`config.mk`:
```
export PLATFORM = sky130hd
export DESIGN_NAME = rc4_engine
export DESIGN_NICKNAME = d
export VERILOG_FILES = /design/src/rtl/rc4_engine.sv
export SDC_FILE = /design/constraint.sdc
export NUM_CORES = 1
export LEC_CHECK = 0
export CORE_MARGIN = 2
export CORE_UTILIZATION = 56
export DETAILED_ROUTE_END_ITERATION = 7
export GPL_TIMING_DRIVEN = 0
export PLACE_DENSITY = 0.78
export REMOVE_ABC_BUFFERS = 1
export SYNTH_ARGS = -nofsm -noshare
export SYNTH_HDL_FRONTEND = slang
export SYNTH_SLANG_ARGS = --single-unit
```
`constraint.sdc`:
```
create_clock -name clk -period 4 [get_ports clk]
set_input_delay 0.4 -clock clk [delete_from_list [all_inputs] [get_ports clk]]
set_output_delay 0.4 -clock clk [all_outputs]
set_load 0.01 [all_outputs]
```
`src/rtl/rc4_engine.sv`:
```
// rc4_engine: RC4 sequencer running S-box init, key schedule and keystream decrypt in one FSM.
// Optional feature macro: ASCII_CHECK_EN (abort on a plaintext byte outside 0x20..0x7E, flag key_fail).
// Ports:
//   clk, reset                      clock, synchronous active-high reset
//   start, secret_key               run request, key (byte 0 in the MSBs), key latched on accept
//   busy, done, key_fail            run status; key_fail only with ASCII_CHECK_EN
//   s_mem_addr/data_in/data_out/write   256x8 S RAM, 1-cycle registered read
//   d_mem_addr/data_in/write            MSG_LEN x8 plaintext RAM
//   e_mem_addr/data_out                 MSG_LEN x8 ciphertext ROM, 1-cycle registered read
module rc4_engine #(
    parameter int KEY_BYTES = 3,
    parameter int MSG_LEN   = 32,
    parameter int MSG_AW    = (MSG_LEN > 1) ? $clog2(MSG_LEN) : 1
) (
    input  logic                   clk,
    input  logic                   reset,
    input  logic                   start,
    input  logic [8*KEY_BYTES-1:0] secret_key,
    output logic                   busy,
    output logic                   done,
    output logic                   key_fail,
    output logic [7:0]             s_mem_addr,
    output logic [7:0]             s_mem_data_in,
    input  logic [7:0]             s_mem_data_out,
    output logic                   s_mem_write,
    output logic [MSG_AW-1:0]      d_mem_addr,
    output logic [7:0]             d_mem_data_in,
    output logic                   d_mem_write,
    output logic [MSG_AW-1:0]      e_mem_addr,
    input  logic [7:0]             e_mem_data_out
);
    localparam int KB_W = (KEY_BYTES > 1) ? $clog2(KEY_BYTES) : 1;
    typedef enum logic [2:0] {IDLE, INIT, KSA, PRGA, DONE} state_t;
    state_t state;
    logic [3:0] step;
    logic [7:0] i, j, si, sj;
    logic [MSG_AW-1:0] k;
    logic [KB_W-1:0] kb;
    logic [7:0] key_b [KEY_BYTES];
    logic [7:0] j_ksa, j_prga, pt;
    // j is computed from the freshly returned S[i] so the S[j] read issues in the same cycle
    always_comb begin
        j_ksa  = j + s_mem_data_out + key_b[kb];
        j_prga = j + s_mem_data_out;
        pt     = s_mem_data_out ^ e_mem_data_out;
    end
`ifdef ASCII_CHECK_EN
    logic pt_ok;
    always_comb pt_ok = (pt >= 8'h20) && (pt <= 8'h7e);
`else
    assign key_fail = 1'b0;
`endif
    always_ff @(posedge clk) begin
        if (reset) begin
            state         <= IDLE;
            step          <= '0;
            i             <= '0;
            j             <= '0;
            k             <= '0;
            si            <= '0;
            sj            <= '0;
            kb            <= '0;
            busy          <= 1'b0;
            done          <= 1'b0;
`ifdef ASCII_CHECK_EN
            key_fail      <= 1'b0;
`endif
            s_mem_addr    <= '0;
            s_mem_data_in <= '0;
            s_mem_write   <= 1'b0;
            d_mem_addr    <= '0;
            d_mem_data_in <= '0;
            d_mem_write   <= 1'b0;
            e_mem_addr    <= '0;
        end else begin
            s_mem_write <= 1'b0;
            d_mem_write <= 1'b0;
            case (state)
                IDLE, DONE: begin
                    if (state == DONE) begin
                        done <= 1'b1;
                        busy <= 1'b0;
                    end
                    if (start) begin
                        state <= INIT;
                        i     <= '0;
                        busy  <= 1'b1;
                        done  <= 1'b0;
`ifdef ASCII_CHECK_EN
                        key_fail <= 1'b0;
`endif
                        for (int b = 0; b < KEY_BYTES; b++)
                            key_b[b] <= secret_key[8*(KEY_BYTES-1-b) +: 8];
                    end
                end
                INIT: begin
                    s_mem_addr    <= i;
                    s_mem_data_in <= i;
                    s_mem_write   <= 1'b1;
                    i             <= i + 8'd1;
                    if (i == 8'hff) begin
                        state <= KSA;
                        step  <= '0;
                        j     <= '0;
                        kb    <= '0;
                    end
                end
                KSA: begin
                    step <= step + 4'd1;
                    case (step)
                        4'd0: s_mem_addr <= i;
                        4'd2: begin
                            si         <= s_mem_data_out;
                            j          <= j_ksa;
                            s_mem_addr <= j_ksa;
                        end
                        4'd4: begin
                            s_mem_addr    <= i;
                            s_mem_data_in <= s_mem_data_out;
                            s_mem_write   <= 1'b1;
                        end
                        4'd5: begin
                            s_mem_addr    <= j;
                            s_mem_data_in <= si;
                            s_mem_write   <= 1'b1;
                            step          <= '0;
                            i             <= i + 8'd1;
                            kb            <= (kb == KB_W'(KEY_BYTES - 1)) ? '0 : kb + KB_W'(1);
                            if (i == 8'hff) begin
                                state <= PRGA;
                                j     <= '0;
                                k     <= '0;
                            end
                        end
                        default: ;
                    endcase
                end
                PRGA: begin
                    step <= step + 4'd1;
                    case (step)
                        4'd0: begin
                            i          <= i + 8'd1;
                            s_mem_addr <= i + 8'd1;
                        end
                        4'd2: begin
                            si         <= s_mem_data_out;
                            j          <= j_prga;
                            s_mem_addr <= j_prga;
                        end
                        4'd4: begin
                            sj            <= s_mem_data_out;
                            s_mem_addr    <= i;
                            s_mem_data_in <= s_mem_data_out;
                            s_mem_write   <= 1'b1;
                        end
                        4'd5: begin
                            s_mem_addr    <= j;
                            s_mem_data_in <= si;
                            s_mem_write   <= 1'b1;
                        end
                        4'd6: begin
                            s_mem_addr <= si + sj;
                            e_mem_addr <= k;
                        end
                        4'd8: begin
                            step          <= '0;
                            k             <= k + MSG_AW'(1);
                            d_mem_addr    <= k;
                            d_mem_data_in <= pt;
`ifdef ASCII_CHECK_EN
                            if (!pt_ok) begin
                                state    <= DONE;
                                key_fail <= 1'b1;
                            end else begin
                                d_mem_write <= 1'b1;
                                if (k == MSG_AW'(MSG_LEN - 1)) state <= DONE;
                            end
`else
                            d_mem_write <= 1'b1;
                            if (k == MSG_AW'(MSG_LEN - 1)) state <= DONE;
`endif
                        end
                        default: ;
                    endcase
                end
                default: state <= IDLE;
            endcase
        end
    end
endmodule
```
==> impl_metrics.ini, run 1 <==
[logic_synthesis]
synth_area_leader_cell = dfxtp_1
ys.flop_type = dfxtp_1
synth.cell_area_um2 = 6140
synth_top_area_share = 0.280
synth_cells = 724
synth_edf_count = 24
yosys_warnings = 0
avgSynthCellArea_um2 = 8.49
async_flop_share = 0
synthDistinctLibCells = 68
synth_seq_cells = 110
ys_seq_area_frac = 0.397
synth_area_leaders = dfxtp_1, edfxtp_1, a21oi_1, nand2_1, ha_1

[route]
wl_met3_mm = 1.34
met1_length_mm = 7.34
first_pass_iters = 5
wl_met2_mm = 8.57
wl_per_cell_um = 19.4
dr.max_layer_used = met4
num_vias = 5699
wirelength_mm = 17.8
drcViolationCount = 0
ant_nets = 0
drt-initial-drc-count = 489
via_per_inst = 6.19

[pwr]
clkPwrFrac = 0.214
ir_worst_vdd_mv = 0.355
leakagePower_nw = 2.52
p_per_area_nw_per_um2 = 425
internal-power_mw = 1.86
combPwrFrac = 0.339
power.net_switching_mw = 1.16
swShare = 0.384
seq_power_share = 0.447

[clocking]
clkLatencyLatePin_ns = 0.40
htreeDepth = 3
cts.hold.buffers_added = 0
cts-root-buf = clkbuf_8
numCtsBuffers = 9
clk_pin_slew_ns = 0.11
cts_tree = built
cts_buffer_depth = 2
cts_sinks = 110

[global_routing]
grt_overflow = 0
grtUsageTotal = 0.308
first_global_vias = 5299
grt_pass1_wl_mm = 27.7
antenna_found_initial = 0
grt_max_degree = 83

[die]
ios = 82
core_area_um2 = 10800
die_area_um2 = 11800
initial_core_util = 0.569
die_h_um = 109
die_x_um = 109
row_count = 38

[critical_path]
cp_slowest_cell = clkdlybuf4s50_1
path_depth = 14
rr_worst_depth = 8
crit_path_end_kind = flip-flop
crit_family = adder cells
critPathLaunchType = input port
path_class = in2reg
arrival_ns = 3.88
critPathRequiredTime_ns = 4.30
crit_chain = clkdlybuf4s50_1 > ha_1 > fa_1 > a21o_1 > a21oi_1 > nor2b_1 > or4_1 > nand3_1 > ha_1 > nand2_1 > o21ai_1 > xnor3_1 > nand2_1 > a31oi_1
critPathMaxStageDelay_ns = 0.51
r2r_slack_ns = 0.53
path_buf_inv = 1
cp_max_fo = 5

[final_layout]
n_antenna_cell = 0
multiInputGateArea_um2 = 3430
nNetsFinal = 849
syn_to_final_growth_pct = 15.8
seqCellArea_um2 = 2440
mostFrequentLayoutCells = nand2_1, dfxtp_1, a21oi_1, clkdlybuf4s50_1, nor2_1
mostFrequentLayoutCell = nand2_1
drive_gt1_frac = 0.0410
fillers = 923
layoutNonFillerInstCount = 920

[job]
cap_violations = 0

[sta]
rsz0062_at_grt = false
finalCriticalPeriod_ns = 3.58
hold_violations = 0
period_share = 0.895
worstMarginPinSlew_ns = 1.15
timing.fmax_mhz = 279
setup_violations = 0
fin_setup_tns_ns = 0
max_slew_margin = 0.231
clock_skew_ns = 0.00614
drv_slew = 0

[hold_path]
hold_path_depth = 2
hold_class = reg2reg

[placement]
dp_cells = 904
dpl.hpwl_mm = 13.0
port_buffers = 80
place_congestion = 0.959

[status]
status = completed
-- logic make-up (layout without fill, tap and decap cells) --
family | count (synthesis) | after routing | share of synthesized area
buffers and inverters | 57 | 113 | 0.0454
xor gates and xnor gates | 31 | 31 | 0.0464
adders and majority gates | 31 | 31 | 0.0668
DFF | 110 | 110 | 0.397
and+or+nand+nor | 256 | 256 | 0.188
other | 1 | 1 | 0.000610
AOI/OAI and AO/OA | 218 | 218 | 0.222
muxes | 20 | 20 | 0.0330
-- layout make-up --
class	instances	area share
multi-input combinational	557	0.482
clock buffer	9	0.0174
clock inverter	7	0.00809
timing repair buffer	82	0.116
inverter	15	0.00791
sequential	110	0.343
tap	140	0.0246
-- flip-flops by register name (all words and copies together) (netlist names), named ones only --
signal         cells
s_mem_data_in      8
j                  8
e_mem_addr         5
i                  8
si                 8
d_mem_addr         5
s_mem_write        1
d_mem_data_in      8
s_mem_addr         8
d_mem_write        1
kb                 2
sj                 8
step               4
busy               1
state              3
done               1
key_b             24
k                  5
-- metal layers --
layer | vias up | GRT usage
met5 | - | 0
met4 | 0 | 0.142
met3 | 36 | 0.0424
met2 | 275 | 0.518
met1 | 2683 | 0.394
li1 | 2705 | -
-- final timing paths --
check,from,endpoint
max reg2reg,step[0]$_SDFFE_PP0P_,j[1]$_SDFFE_PP0P_
min reg2reg,d_mem_addr[1]$_SDFFE_PP0P_,d_mem_addr[1]$_SDFFE_PP0P_
max,s_mem_data_out[0],s_mem_addr[7]$_SDFFE_PP0P_
min,d_mem_addr[1]$_SDFFE_PP0P_,d_mem_addr[1]$_SDFFE_PP0P_
-- cells in the mapped netlist, types with 3 or more instances --
cell type,number
a22oi_1,9
a221oi_1,8
nand3_1,11
inv_1,14
nor4_1,4
a31oi_1,6
a311oi_1,3
nor2_1,78
nand3b_1,6
buf_2,15
o21a_1,4
o21ai_1,3
dfxtp_1,86
o211ai_1,4
xnor2_1,17
o21bai_1,5
edfxtp_1,24
o31ai_1,3
a21oi_1,79
fa_1,3
nor3_1,13
a32oi_1,4
clkbuf_1,15
and3_1,7
nand2b_1,4
buf_4,7
ha_1,28
xor2_1,13
nor2b_1,8
nand4_1,5
and2_1,4
a21o_1,10
a211oi_1,21
or3_1,3
nand2_1,101
o21ai_0,43
mux2i_1,18
-- power groups by stage --
stage	clock, mW	sequential (mW)	combinational [mW]
after detailed placement	0	1.37	1.00
after floorplan	0	1.36	0.614
after global routing	0.692	1.36	1.12
after global placement	0	1.37	0.971
final	0.647	1.35	1.03
after CTS	0.659	1.35	1.01
-- worst min-delay path: cells and delay by family, from the launching register on --
family | cells | cell delay [ns]
and+or+nand+nor | 1 | 0.05
AOI/OAI and AO/OA | 1 | 0.05
DFF | 1 | 0.32
-- repair_timing --
item	4_1_cts	5_1_grt
setup endpoints to repair	0	1
resized for setup	0	1
buffers inserted	0	0
-- stage by stage --
step / util / cell area [µm²] / worst slack [ns] / power [mW] / hold slack, ns
global placement: 0.639 / 6900 / -0.840 / 2.34 / 0.443
finish: 0.659 / 7110 / 0.419 / 3.02 / 0.463
global route: 0.659 / 7110 / 0.183 / 3.18 / 0.484
floorplan: - / 5920 / 0.800 / 1.97 / 0.434
detailed placement: 0.642 / 6930 / -0.124 / 2.37 / 0.449
CTS: 0.659 / 7110 / 0.295 / 3.02 / 0.465
(Power assumes the default switching activity.)
==> inputs of run 2 (changes only) <==
Settings changed: ABC_AREA from default to 1, CORE_UTILIZATION 56 to 60, PLACE_DENSITY 0.78 to 0.83, TNS_END_PERCENT from default to 100.
Clock period 4 ns to 4.3 ns, I/O delays scaled along.
==> run 2 against run 1 <==
Net effect: flip-flop and latch count unchanged; via count up 4.0%; largest power group is now combinational logic; synthesized area is 1.8% higher; total power up 19%; critical path type unchanged; register-to-register slack improved by 0.59 ns.
==> impl_metrics.ini, run 2 <==
[status]
status = completed

[critical_path]
reg2reg_from = j[2]$_SDFFE_PP0P_
startpoint = s_mem_data_out[2]
path_class = in2reg
r2r_slack_ns = 1.12
rr_worst_depth = 15
r2r-end = s_mem_addr[6]$_SDFFE_PP0P_
crit_path_end_kind = flip-flop
critPathRequiredTime_ns = 4.59
cp_max_fo = 6
arrival_ns = 3.79
critPathLaunchType = input port

[clocking]
cts_tree = built
cts_resized = 0
numCtsBuffers = 9
cts-root-buf = clkbuf_8
cts_buffer_depth = 2
clk_pin_slew_ns = 0.10
cts_sinks = 110
cts_setup_buffers = 0
htreeDepth = 3
cts.hold.buffers_added = 0
clkLatencyLatePin_ns = 0.39

[final_layout]
design_area_um2 = 7320
largest_reg_flops = 24
syn_to_final_growth_pct = 17.0
n_antenna_cell = 0
seqCellArea_um2 = 2440
fillers = 810
nNetsFinal = 952
multiInputGateArea_um2 = 3380
mostFrequentLayoutCell = nand2_1
mostFrequentLayoutCells = nand2_1, nor2_1, dfxtp_1
regMostFlops = key_b
drive_gt1_frac = 0.0861

[sta]
worstMarginPinSlew_ns = 1.27
timing.fmax_mhz = 286
clock_skew_ns = 0.0144
hold_violations = 0
drv_slew = 0
hold_slack_ns = 0.491
fin_setup_tns_ns = 0
rsz0062_at_grt = false
max_slew_margin = 0.149
period_share = 0.814
finalCriticalPeriod_ns = 3.50
setup_violations = 0

[hold_path]
hold_class = reg2reg
hold_path_depth = 2
hp-start = j[4]$_SDFFE_PP0P_
whs_endpoint = j[4]$_SDFFE_PP0P_

[logic_synthesis]
synth_area_leader_cell = dfxtp_1
async_flop_share = 0
synth_seq_cells = 110
synth_cells = 807
yosys_warnings = 0
synthDistinctLibCells = 52
synth_area_leaders = dfxtp_1, edfxtp_1, nand2_1, nor2_1, o21ai_0
ys.flop_type = dfxtp_1
synth_most_common_cell = nand2_1
synth_edf_count = 24
ys_seq_area_frac = 0.390
synth.cell_area_um2 = 6260
avgSynthCellArea_um2 = 7.75
synth_top_area_share = 0.275
yosys-top-cells-count = nand2_1, nor2_1, dfxtp_1, o21ai_0, a21oi_1

[route]
num_vias = 5927
via_per_inst = 5.82
drcViolationCount = 0
ant_nets = 0
drt-initial-drc-count = 424
first_pass_iters = 8
wl_per_cell_um = 17.4
wirelength_mm = 17.7

[die]
die_x_um = 106
die_h_um = 106
ios = 82
row_count = 37
initial_core_util = 0.611
core_area_um2 = 10200
die_area_um2 = 11300

[global_routing]
grt_max_degree = 54
grtUsageTotal = 0.327
grt_pass1_wl_mm = 28.6
antenna_found_initial = 0
first_global_vias = 5823
grt_overflow = 0

[placement]
dpl_cell_area_um2 = 7120
dpl.hpwl_mm = 13.3
place_congestion = 0.932
port_buffers = 80

[pwr]
leakagePower_nw = 2.99
ir_worst_vdd_mv = 0.469
p_per_area_nw_per_um2 = 490

[job]
cap_violations = 0
==> run 2: cell types whose count changed in the layout (fill, tap and decap cells not counted), sizes merged, moves of 9 or more <==
cell / previous run / this run
o21ai: 46 / 90
a21o: 10 / 1
o211ai: 4 / 13
nand2: 102 / 142
mux2i: 18 / 0
inv: 18 / 83
nor2: 79 / 117
nand3: 12 / 33
a211oi: 21 / 7
==> run 2: metrics by stage <==
step / util / cells / power, mW / setup slack (ns)
2_1_floorplan: - / 786 / 2.40 / 1.65
3_3_place_gp: 0.695 / 1002 / 2.87 / 0.498
3_5_place_dp: 0.696 / 1003 / 2.94 / 0.444
4_1_cts: 0.715 / 1019 / 3.57 / 0.863
5_1_grt: 0.715 / 1019 / 3.83 / 0.679
6_report: 0.715 / 1019 / 3.58 / 0.800
==> run 2: per-layer routing <==
| metal | routed length [µm] | GRT usage | vias up |
|---|---|---|---|
| met1 | 7340 | 0.395 | 2821 |
| met3 | 993 | 0.0638 | 41 |
| li1 | - | - | 2854 |
| met4 | 435 | 0.120 | 0 |
| met5 | 0 | 0 | - |
| met2 | 8950 | 0.577 | 211 |
==> run 2: area by class of cell <==
cell class | count | area share
timing repair buffer | 81 | 0.111
clock buffer | 12 | 0.0198
sequential | 110 | 0.334
inverter | 84 | 0.0438
multi-input combinational | 592 | 0.461
clock inverter | 4 | 0.00650
tap | 136 | 0.0233
==> run 2: worst max path at each step <==
stage / to / slack (ns) / depth (start not counted)
global route: s_mem_addr[6]$_SDFFE_PP0P_ / 0.68 / 16
floorplan: s_mem_addr[6]$_SDFFE_PP0P_ / 1.65 / 15
finish: s_mem_addr[6]$_SDFFE_PP0P_ / 0.80 / 16
detailed placement: s_mem_addr[6]$_SDFFE_PP0P_ / 0.44 / 16
CTS: s_mem_addr[6]$_SDFFE_PP0P_ / 0.86 / 16
global placement: s_mem_addr[6]$_SDFFE_PP0P_ / 0.50 / 16
==> run 2: cells by family after synthesis <==
logic type	Yosys count	share of synthesized area
AND/OR/NAND/NOR	326	0.250
flip-flops	110	0.390
XOR/XNOR	26	0.0364
adder cells (fa/ha/maj)	31	0.0656
buffers and inverters	105	0.0704
other	1	0.000599
AO/OA/AOI/OAI	208	0.186
==> run 2: power breakdown <==
group	switching, mW	internal (mW)	total (mW)
combinational	1.08	0.571	1.65
clock	0.344	0.284	0.628
sequential	0.113	1.20	1.31
==> run 2: worst max-delay path, cell delays in order <==
cell             delay (ns)
clkdlybuf4s50_1        0.55
ha_1                   0.42
or2_2                  0.30
and2_1                 0.19
nand3_1                0.07
nand2_1                0.07
xor2_1                 0.39
ha_1                   0.37
nand2_1                0.12
inv_1                  0.04
nand4_1                0.07
o211ai_1               0.12
xor2_1                 0.25
nand2_1                0.11
a21oi_1                0.20
a21oi_1                0.09
==> RTL edit: new RTL, config.mk and constraints of run 1 <==
`KEY_BYTES`: 3 -> 6.
--- a/src/rtl/rc4_engine.sv
+++ b/src/rtl/rc4_engine.sv
@@ -8,7 +8,7 @@
 //   d_mem_addr/data_in/write            MSG_LEN x8 plaintext RAM
 //   e_mem_addr/data_out                 MSG_LEN x8 ciphertext ROM, 1-cycle registered read
 module rc4_engine #(
-    parameter int KEY_BYTES = 3,
+    parameter int KEY_BYTES = 6,
     parameter int MSG_LEN   = 32,
     parameter int MSG_AW    = (MSG_LEN > 1) ? $clog2(MSG_LEN) : 1
 ) (
Ports: changed (resized secret_key); port bits go from 82 to 106. No check against the original RTL was run, so the function may have changed too.
==> RTL edit against run 1 <==
- count of clock-buffer cells in the layout rose by 11
- clock power grew 140%
- synthesized area is 16% higher
- total power grew 44%
- wire length up 6.8%
- sequential cell count rose by 26
- setup slack got worse by 220 ps
- cell area grew 25%
==> RTL edit: results <==
min_path:
  whs_endpoint: "d_mem_addr[2]"
  hold_path.startpoint: "d_mem_addr[2]"
place:
  dp_slack_ps: -286
  dpl_cell_area_um2: 8250
finish:
  largest_reg_flops: 48
  layout-drive-gt1-share_pct: 6.84
  finalNonFillerCells: 1034
synthesis:
  synth_compound_area_share_pct: 18.9
  synth_area_leaders: "dfxtp_1, edfxtp_1, a21oi_1, nor2_1, nand2_1"
  synth_common_cells: "nor2_1, nand2_1, dfxtp_1"
  muxShareOfSynthArea_pct: 5.46
  yosys.area_share.adder_pct: 5.74
  ys_seq_area_share_pct: 44.8
  avgSynthCellArea_um2: 9.25
  synth_cell_types: 65
global_routing:
  grt_pass1_vias: 6004
  track_usage_pct: 28.7
worst_setup_path:
  path_delay_family: "compound AO/OA/AOI/OAI gates"
  rr_worst_depth: 12
  arrival_ps: 4110
power:
  p_leak_nw: 3.11
  pg_seq_mw: 1.68
  pwr_density_cell_nw_per_um2: 493
outcome:
  status: "finished clean"
cts:
  cts_root_buf: "clkbuf_16"
  clk_pin_slew_ps: 60
  clk_latency_ps: 430
[RTL edit: cell count changes after synthesis, moves of 8 or more]
cell,change
edfxtp_1,+24
clkbuf_1,+18
nor2_1,+23
mux4_2,+8
a221oi_1,-8
o21ai_0,-30
o21ai_1,+13
[RTL edit: cell type report]
| class | count | area, um2 |
|---|---|---|
| Clock inverter | 12 | 140 |
| Sequential cell | 136 | 3200 |
| Clock buffer | 20 | 468 |
| Tap cell | 172 | 215 |
| Multi-Input combinational cell | 573 | 3700 |
| Fill cell | 961 | 3700 |
| Timing Repair Buffer | 107 | 1090 |
| Inverter | 14 | 52.6 |
[RTL edit: routing by layer]
metal | global-route usage [%] | part of all wire [%] | vias up
met4 | 13.3 | 2.8 | 0
met5 | 0 | 0 | -
met3 | 6.18 | 6.3 | 50
li1 | - | - | 2937
met2 | 49.7 | 50 | 263
met1 | 34.1 | 41 | 2888
